[config.mk]
export PLATFORM = sky130hd
export DESIGN_NAME = fetch_unit
export DESIGN_NICKNAME = d
export VERILOG_FILES = /design/src/rtl/core_pkg.sv /design/src/rtl/fetch_fifo.sv /design/src/rtl/fetch_unit.sv
export SDC_FILE = /design/constraint.sdc
export NUM_CORES = 1
export LEC_CHECK = 0
export BUFFER_PORTS_ARGS = -buffer_cell sky130_fd_sc_hd__buf_4
export CORE_MARGIN = 10
export CORE_UTILIZATION = 49
export DETAILED_ROUTE_END_ITERATION = 8
export GPL_ROUTABILITY_DRIVEN = 0
export PLACE_DENSITY = 0.79
export SLEW_MARGIN = 20
export SYNTH_ARGS = -nofsm -noshare
export SYNTH_HDL_FRONTEND = slang
export SYNTH_SLANG_ARGS = --single-unit
[constraint.sdc]
create_clock -name clk -period 4 [get_ports clk]
set_input_delay 0.4 -clock clk [delete_from_list [all_inputs] [get_ports clk]]
set_output_delay 0.4 -clock clk [all_outputs]
set_load 0.02 [all_outputs]
[src/rtl/core_pkg.sv]
// Shared definitions for the riscv32 core front end.
//   XLEN          : architectural register / address width
//   NOP_INST      : canonical NOP (addi x0, x0, 0)
//   fetch_entry_t : {pc, inst} pair handed from fetch to decode
//   word_align    : clears the two low address bits
package core_pkg;

  localparam int unsigned XLEN = 32;
  localparam logic [XLEN-1:0] NOP_INST = 32'h0000_0013;

  typedef struct packed {
    logic [XLEN-1:0] pc;
    logic [XLEN-1:0] inst;
  } fetch_entry_t;

  function automatic logic [XLEN-1:0] word_align(input logic [XLEN-1:0] addr);
    return {addr[XLEN-1:2], 2'b00};
  endfunction

endpackage

[src/rtl/fetch_fifo.sv]
// DEPTH-entry synchronous FIFO used for the outstanding-request PC tags and
// for the fetch queue.
// Ports:
//   clk, rst_n : clock, synchronous active-low reset (storage cleared)
//   flush      : empties the FIFO (takes priority over push/pop)
//   push       : write push_data at the tail
//   push_data  : WIDTH-bit entry
//   pop        : remove the head (ignored when empty)
//   head       : current head entry
//   count      : number of valid entries, 0..DEPTH
module fetch_fifo #(
  parameter int unsigned DEPTH = 2,
  parameter int unsigned WIDTH = 64
) (
  input  logic                     clk,
  input  logic                     rst_n,
  input  logic                     flush,
  input  logic                     push,
  input  logic [WIDTH-1:0]         push_data,
  input  logic                     pop,
  output logic [WIDTH-1:0]         head,
  output logic [$clog2(DEPTH):0]   count
);

  localparam int unsigned AW = $clog2(DEPTH);
  localparam logic [AW:0] FULL = (AW + 1)'(DEPTH);

  logic [WIDTH-1:0] mem [DEPTH];
  logic [AW-1:0]    rd_ptr;
  logic [AW-1:0]    wr_ptr;
  logic             do_pop;

  assign do_pop = pop && (count != '0);
  assign head   = mem[rd_ptr];

  always_ff @(posedge clk) begin
    if (!rst_n) begin
      mem    <= '{default: '0};
      rd_ptr <= '0;
      wr_ptr <= '0;
      count  <= '0;
    end else if (flush) begin
      rd_ptr <= '0;
      wr_ptr <= '0;
      count  <= '0;
    end else begin
      if (push) begin
        mem[wr_ptr] <= push_data;
        wr_ptr      <= wr_ptr + 1'b1;
      end
      if (do_pop) begin
        rd_ptr <= rd_ptr + 1'b1;
      end
      case ({push, do_pop})
        2'b10:   count <= count + 1'b1;
        2'b01:   count <= count - 1'b1;
        default: ;
      endcase
    end
  end

  // Callers size their traffic by credits, so a push into a full FIFO
  // without a simultaneous pop is a design error.
  no_overflow: assert property (@(posedge clk) disable iff (!rst_n)
    !(push && !flush && !do_pop && (count == FULL)));

endmodule

[src/rtl/fetch_unit.sv]
// Instruction-fetch stage: holds the PC, issues in-order imem requests,
// buffers responses and hands {pc, inst} to decode.
// Optional build macro: MISALIGN_TRAP_EN (adds if_misalign and the
// misaligned-target trap entry; otherwise target low bits are ignored).
// Ports:
//   clk, rst_n                     : clock, synchronous active-low reset
//   redirect_valid, redirect_pc    : taken branch/jump from execute
//   imem_req_valid/ready/addr      : fetch request channel
//   imem_rsp_valid, imem_rsp_data  : in-order responses, no back-pressure
//   if_valid, if_ready, if_pc, if_inst : decode handshake
//   if_misalign (MISALIGN_TRAP_EN) : head is a misaligned-target trap entry
module fetch_unit
  import core_pkg::*;
#(
  parameter logic [XLEN-1:0] RESET_PC = 32'h0000_0000,
  parameter int unsigned     DEPTH    = 2
) (
  input  logic            clk,
  input  logic            rst_n,
  input  logic            redirect_valid,
  input  logic [XLEN-1:0] redirect_pc,
  output logic            imem_req_valid,
  input  logic            imem_req_ready,
  output logic [XLEN-1:0] imem_req_addr,
  input  logic            imem_rsp_valid,
  input  logic [XLEN-1:0] imem_rsp_data,
  output logic            if_valid,
  input  logic            if_ready,
  output logic [XLEN-1:0] if_pc,
  output logic [XLEN-1:0] if_inst
`ifdef MISALIGN_TRAP_EN
  ,
  output logic            if_misalign
`endif
);

  localparam int unsigned CW      = $clog2(DEPTH) + 1;
  localparam logic [CW:0] CREDITS = (CW + 1)'(DEPTH);

  logic [XLEN-1:0] pc;
  logic [CW-1:0]   out_cnt;
  logic [CW-1:0]   q_cnt;
  logic [CW-1:0]   drop_cnt;
  logic [XLEN-1:0] tag_pc;
  fetch_entry_t    q_head;
  fetch_entry_t    q_in;
  logic            credit_ok;
  logic            fetch_stop;
  logic            head_valid;
  logic            req_fire;
  logic            q_push;
  logic            q_pop;

  // Outstanding requests plus queued entries never exceed DEPTH, so every
  // response has a queue slot waiting for it.
  assign credit_ok      = ({1'b0, out_cnt} + {1'b0, q_cnt}) < CREDITS;
  assign imem_req_valid = rst_n && !redirect_valid && credit_ok && !fetch_stop;
  assign imem_req_addr  = pc;
  assign req_fire       = imem_req_valid && imem_req_ready;

  assign q_push = imem_rsp_valid && !redirect_valid && (drop_cnt == '0);
  assign q_in   = '{pc: tag_pc, inst: imem_rsp_data};

  assign if_valid = head_valid && !redirect_valid;
  assign q_pop    = if_valid && if_ready;

  fetch_fifo #(
    .DEPTH (DEPTH),
    .WIDTH (XLEN)
  ) u_tag_fifo (
    .clk       (clk),
    .rst_n     (rst_n),
    .flush     (1'b0),
    .push      (req_fire),
    .push_data (pc),
    .pop       (imem_rsp_valid),
    .head      (tag_pc),
    .count     (out_cnt)
  );

  fetch_fifo #(
    .DEPTH (DEPTH),
    .WIDTH ($bits(fetch_entry_t))
  ) u_fetch_q (
    .clk       (clk),
    .rst_n     (rst_n),
    .flush     (redirect_valid),
    .push      (q_push),
    .push_data (q_in),
    .pop       (q_pop),
    .head      (q_head),
    .count     (q_cnt)
  );

  // out_cnt already includes responses marked for dropping, so after a
  // redirect every request still in flight beyond this cycle is dropped.
  always_ff @(posedge clk) begin
    if (!rst_n) begin
      pc       <= RESET_PC;
      drop_cnt <= '0;
    end else if (redirect_valid) begin
      pc       <= word_align(redirect_pc);
      drop_cnt <= out_cnt - CW'(imem_rsp_valid);
    end else begin
      if (req_fire) begin
        pc <= pc + 32'd4;
      end
      if (imem_rsp_valid && (drop_cnt != '0)) begin
        drop_cnt <= drop_cnt - 1'b1;
      end
    end
  end

`ifdef MISALIGN_TRAP_EN
  logic            mis_flag;
  logic            mis_done;
  logic [XLEN-1:0] mis_pc;
  logic            trap_valid;

  // Trap entry appears once the queue is empty and is presented only once.
  assign fetch_stop  = mis_flag;
  assign trap_valid  = mis_flag && !mis_done && (q_cnt == '0);
  assign head_valid  = (q_cnt != '0) || trap_valid;
  assign if_pc       = trap_valid ? mis_pc : q_head.pc;
  assign if_inst     = trap_valid ? NOP_INST : q_head.inst;
  assign if_misalign = trap_valid && if_valid;

  always_ff @(posedge clk) begin
    if (!rst_n) begin
      mis_flag <= 1'b0;
      mis_done <= 1'b0;
      mis_pc   <= '0;
    end else if (redirect_valid) begin
      mis_flag <= |redirect_pc[1:0];
      mis_done <= 1'b0;
      mis_pc   <= redirect_pc;
    end else if (trap_valid && q_pop) begin
      mis_done <= 1'b1;
    end
  end
`else
  logic unused_target_low_bits;

  // Target low bits are architecturally ignored in this build.
  assign unused_target_low_bits = ^redirect_pc[1:0];
  assign fetch_stop = 1'b0;
  assign head_valid = (q_cnt != '0);
  assign if_pc      = q_head.pc;
  assign if_inst    = q_head.inst;
`endif

endmodule
==> run metrics <==
placed cells=between 1,000 and 1,500; fraction of registers with async set or reset after synthesis=0%; worst slew pin tran=1040 ps; RSZ-0062 raised after global routing=no; largest net degree at the start of global routing=130; Logic pwr share=11.1%; CP arrival=3480 ps; H-tree lvl count=1; Clk pwr share=44.6%; crit share post-route=76.4%; CP Max Fanout=43; type of origin of the critical path=flop; met3 usage=4.37%; Starting Density=approximately half; filler instances=1,682; register area share after synthesis=between 40 and 50%; worst reg2reg path depth=8; layer with the highest usage=met2; Final #Nets=1,325; final number of hold-violating endpoints=0; sequential cell area=4490 um2; number of distinct library cells after synthesis=56; CTS tree=yes; WS Path Type=reg2reg; first-pass GRT wire length=41,100 um; top_reg_cell synth=dfxtp_1; drt pass-1 iters=4; Clock Skew=16.9 ps; final core occ=60.8%; Routed WL=25,300 um; internal power=~4200 uW; setup TNS=0 ps; CTS buffer count=24; Vias=8,416; setup slack, reg-to-reg=940 ps; Post-synth EDFFs=0; Die ar.=25,700 um2; Worst R2R Start=u_tag_fifo.count[0]$_SDFFE_PN0P_; P per Cell Area=465 nW/um2; diodes inserted=0; clock latency on the worst-skew pair=510 ps; Mapped Cells=~1,100; post-CTS sizing=0; clk buf depth=3; status=complete, no violations; Hold EP=imem_req_addr[14]$_SDFFE_PN0P_; Slew headroom=between 30% and 40%; Synth Area per Inst=between 8 and 9 um2; Sw Share=24.2%; R2R Path End=u_tag_fifo.count[1]$_SDFFE_PN0P_; initial antenna violation count=0; number of vias per cell=5.50; commonest non-fill, non-tap cell in the layout=nand2_1; Die Y=between 150 and 200 um; hpwl dp=16,600 um; WP data required=4420 ps; NetSw=1320 uW; met1 usage=between 20% and 30%; # rows=51; hold depth=3; Post-CTS Hold Buffers=0; drt wl/cell=16.5 um; Yosys reg bits=224; DRT iter0 DRCs=566; Top Ports=168; grt met2 use=between 20% and 30%; MaxCap Viol Count=0; CTS clk-pin slew, worst paths=70 ps; GR Overflow Total=0; Reg power frac=44.3%; Tmin final=roughly 3100 ps; crit end category=flop; number of global-route vias before repair=7,999; leakage=about 0.0043 uW; die width=160 um; worst ir drop on vdd=0.306 mV; Pins Over Slew Limit=0; remaining antenna violation count=0; clk sinks=224; # DRC=0; final hold slack=142 ps; yosys warns=0; Netlist Area Pre-Place=9630 um2; GRT Overall Usage=18.6%; area occupied by multi-input gates=4710 um2; Core Region=between 15,000 and 20,000 um2; port bufs=161; setup bufs post-CTS=0; f_max=327 MHz; final setup fails=0; most frequent cells in the layout=nand2_1, dfxtp_1, buf_4, a21oi_1, nor2_1; worst min-delay path category=in2reg; layout cells sized above 1=22.8%; Syn-to-layout area delta=22.4%; Worst Hold Launch=redirect_pc[14]; non-filler cells in the finished layout=1,530; clock root buffer=clkbuf_16
## layer usage
| metal | part of all wire (%) | routed length, um |
|---|---|---|
| met1 | 46 | 11600 |
| met2 | 45 | 11300 |
| met3 | 8.3 | 2100 |
| met4 | 1.4 | 348 |
| met5 | 0 | 0 |
## power groups by stage
stage               sequential [uW]  combinational (uW)  clock (uW)
floorplan                      2430                 403           0
global placement               2470                 603           0
detailed placement             2470                 610           0
CTS                            2420                 612        2490
global route                   2440                 664        2590
finish                         2430                 608        2450
## critical path, cell delays in order (launching register included)
cell and delay (ps):
dfxtp_1 410, and2_1 170, fa_1 460, nor4b_4 480, and2_1 220, inv_2 280
ha_1 440, or3_1 370, a21oi_1 130
## per-stage QoR
stage	power (uW)	area (um2)	setup slack [ps]
final	5480	11800	944
after global routing	5690	11800	760
after CTS	5520	11800	964
after detailed placement	3080	10900	985
after global placement	3070	10900	1020
after floorplan	2840	9640	915
## worst max-delay path by stage
stage	start	to	slack, ps	cells past startpoint
final	u_tag_fifo.count[0]$_SDFFE_PN0P_	u_tag_fifo.count[1]$_SDFFE_PN0P_	940	8
after global placement	u_tag_fifo.count[0]$_SDFFE_PN0P_	u_tag_fifo.count[1]$_SDFFE_PN0P_	1020	8
after CTS	u_tag_fifo.count[0]$_SDFFE_PN0P_	u_tag_fifo.count[1]$_SDFFE_PN0P_	960	8
after detailed placement	u_tag_fifo.count[0]$_SDFFE_PN0P_	u_tag_fifo.count[1]$_SDFFE_PN0P_	980	8
after floorplan	u_tag_fifo.count[0]$_SDFFE_PN0P_	u_tag_fifo.count[1]$_SDFFE_PN0P_	920	11
after global routing	u_fetch_q.count[0]$_SDFFE_PP0P_	u_tag_fifo.count[1]$_SDFFE_PN0P_	760	8
## synth_stat cells (all sizes together), types with 4 or more instances
cell type / number / area share (%)
buf: 25 / 1.4
a21oi: 147 / 7.6
xnor2: 11 / 1.0
a211oi: 65 / 5.1
o21ai: 9 / 0.47
nand4: 7 / 0.45
ha: 5 / 0.65
and4: 4 / 0.36
dfxtp: 224 / 47
xor2: 5 / 0.45
nor4: 9 / 0.65
and3: 9 / 0.58
a31oi: 9 / 0.58
nor2: 83 / 3.2
clkbuf: 75 / 2.9
mux2: 64 / 7.5
or2: 4 / 0.26
o22ai: 7 / 0.45
nor3: 6 / 0.31
nand2: 268 / 10
nand3: 16 / 0.83
o311ai: 5 / 0.45
a32oi: 4 / 0.36
and2: 8 / 0.52
inv: 12 / 0.47
mux2i: 30 / 3.1
## area by class of cell
cell class              instances  area share, %
clock inverters                 9           1.48
multi-input cells             813           40.0
clock buffers                  33           6.07
inverters                      12          0.425
repair buffers                174           11.2
well taps                     265           2.81
flip-flops and latches        224           38.1
## flip-flops by register name, summed over array words and instances (netlist names)
| register | count |
|---|---|
| u_fetch_q.mem | 124 |
| u_tag_fifo.mem | 60 |
| imem_req_addr | 30 |
| drop_cnt | 2 |
| u_fetch_q.count | 2 |
| u_tag_fifo.count | 2 |
| u_fetch_q.rd_ptr | 1 |
| u_fetch_q.wr_ptr | 1 |
| u_tag_fifo.rd_ptr | 1 |
| u_tag_fifo.wr_ptr | 1 |
## cells by family after synthesis
group                      synth area share (%)
AOI/OAI and AO/OA                          16.7
xor gates and xnor gates                   1.45
adders and majority gates                 0.857
buffers and inverters                      4.82
DFF                                        46.6
muxes                                      10.6
other                                    0.0389
and+or+nand+nor                            19.0
Power figures use the tool's default switching activity.
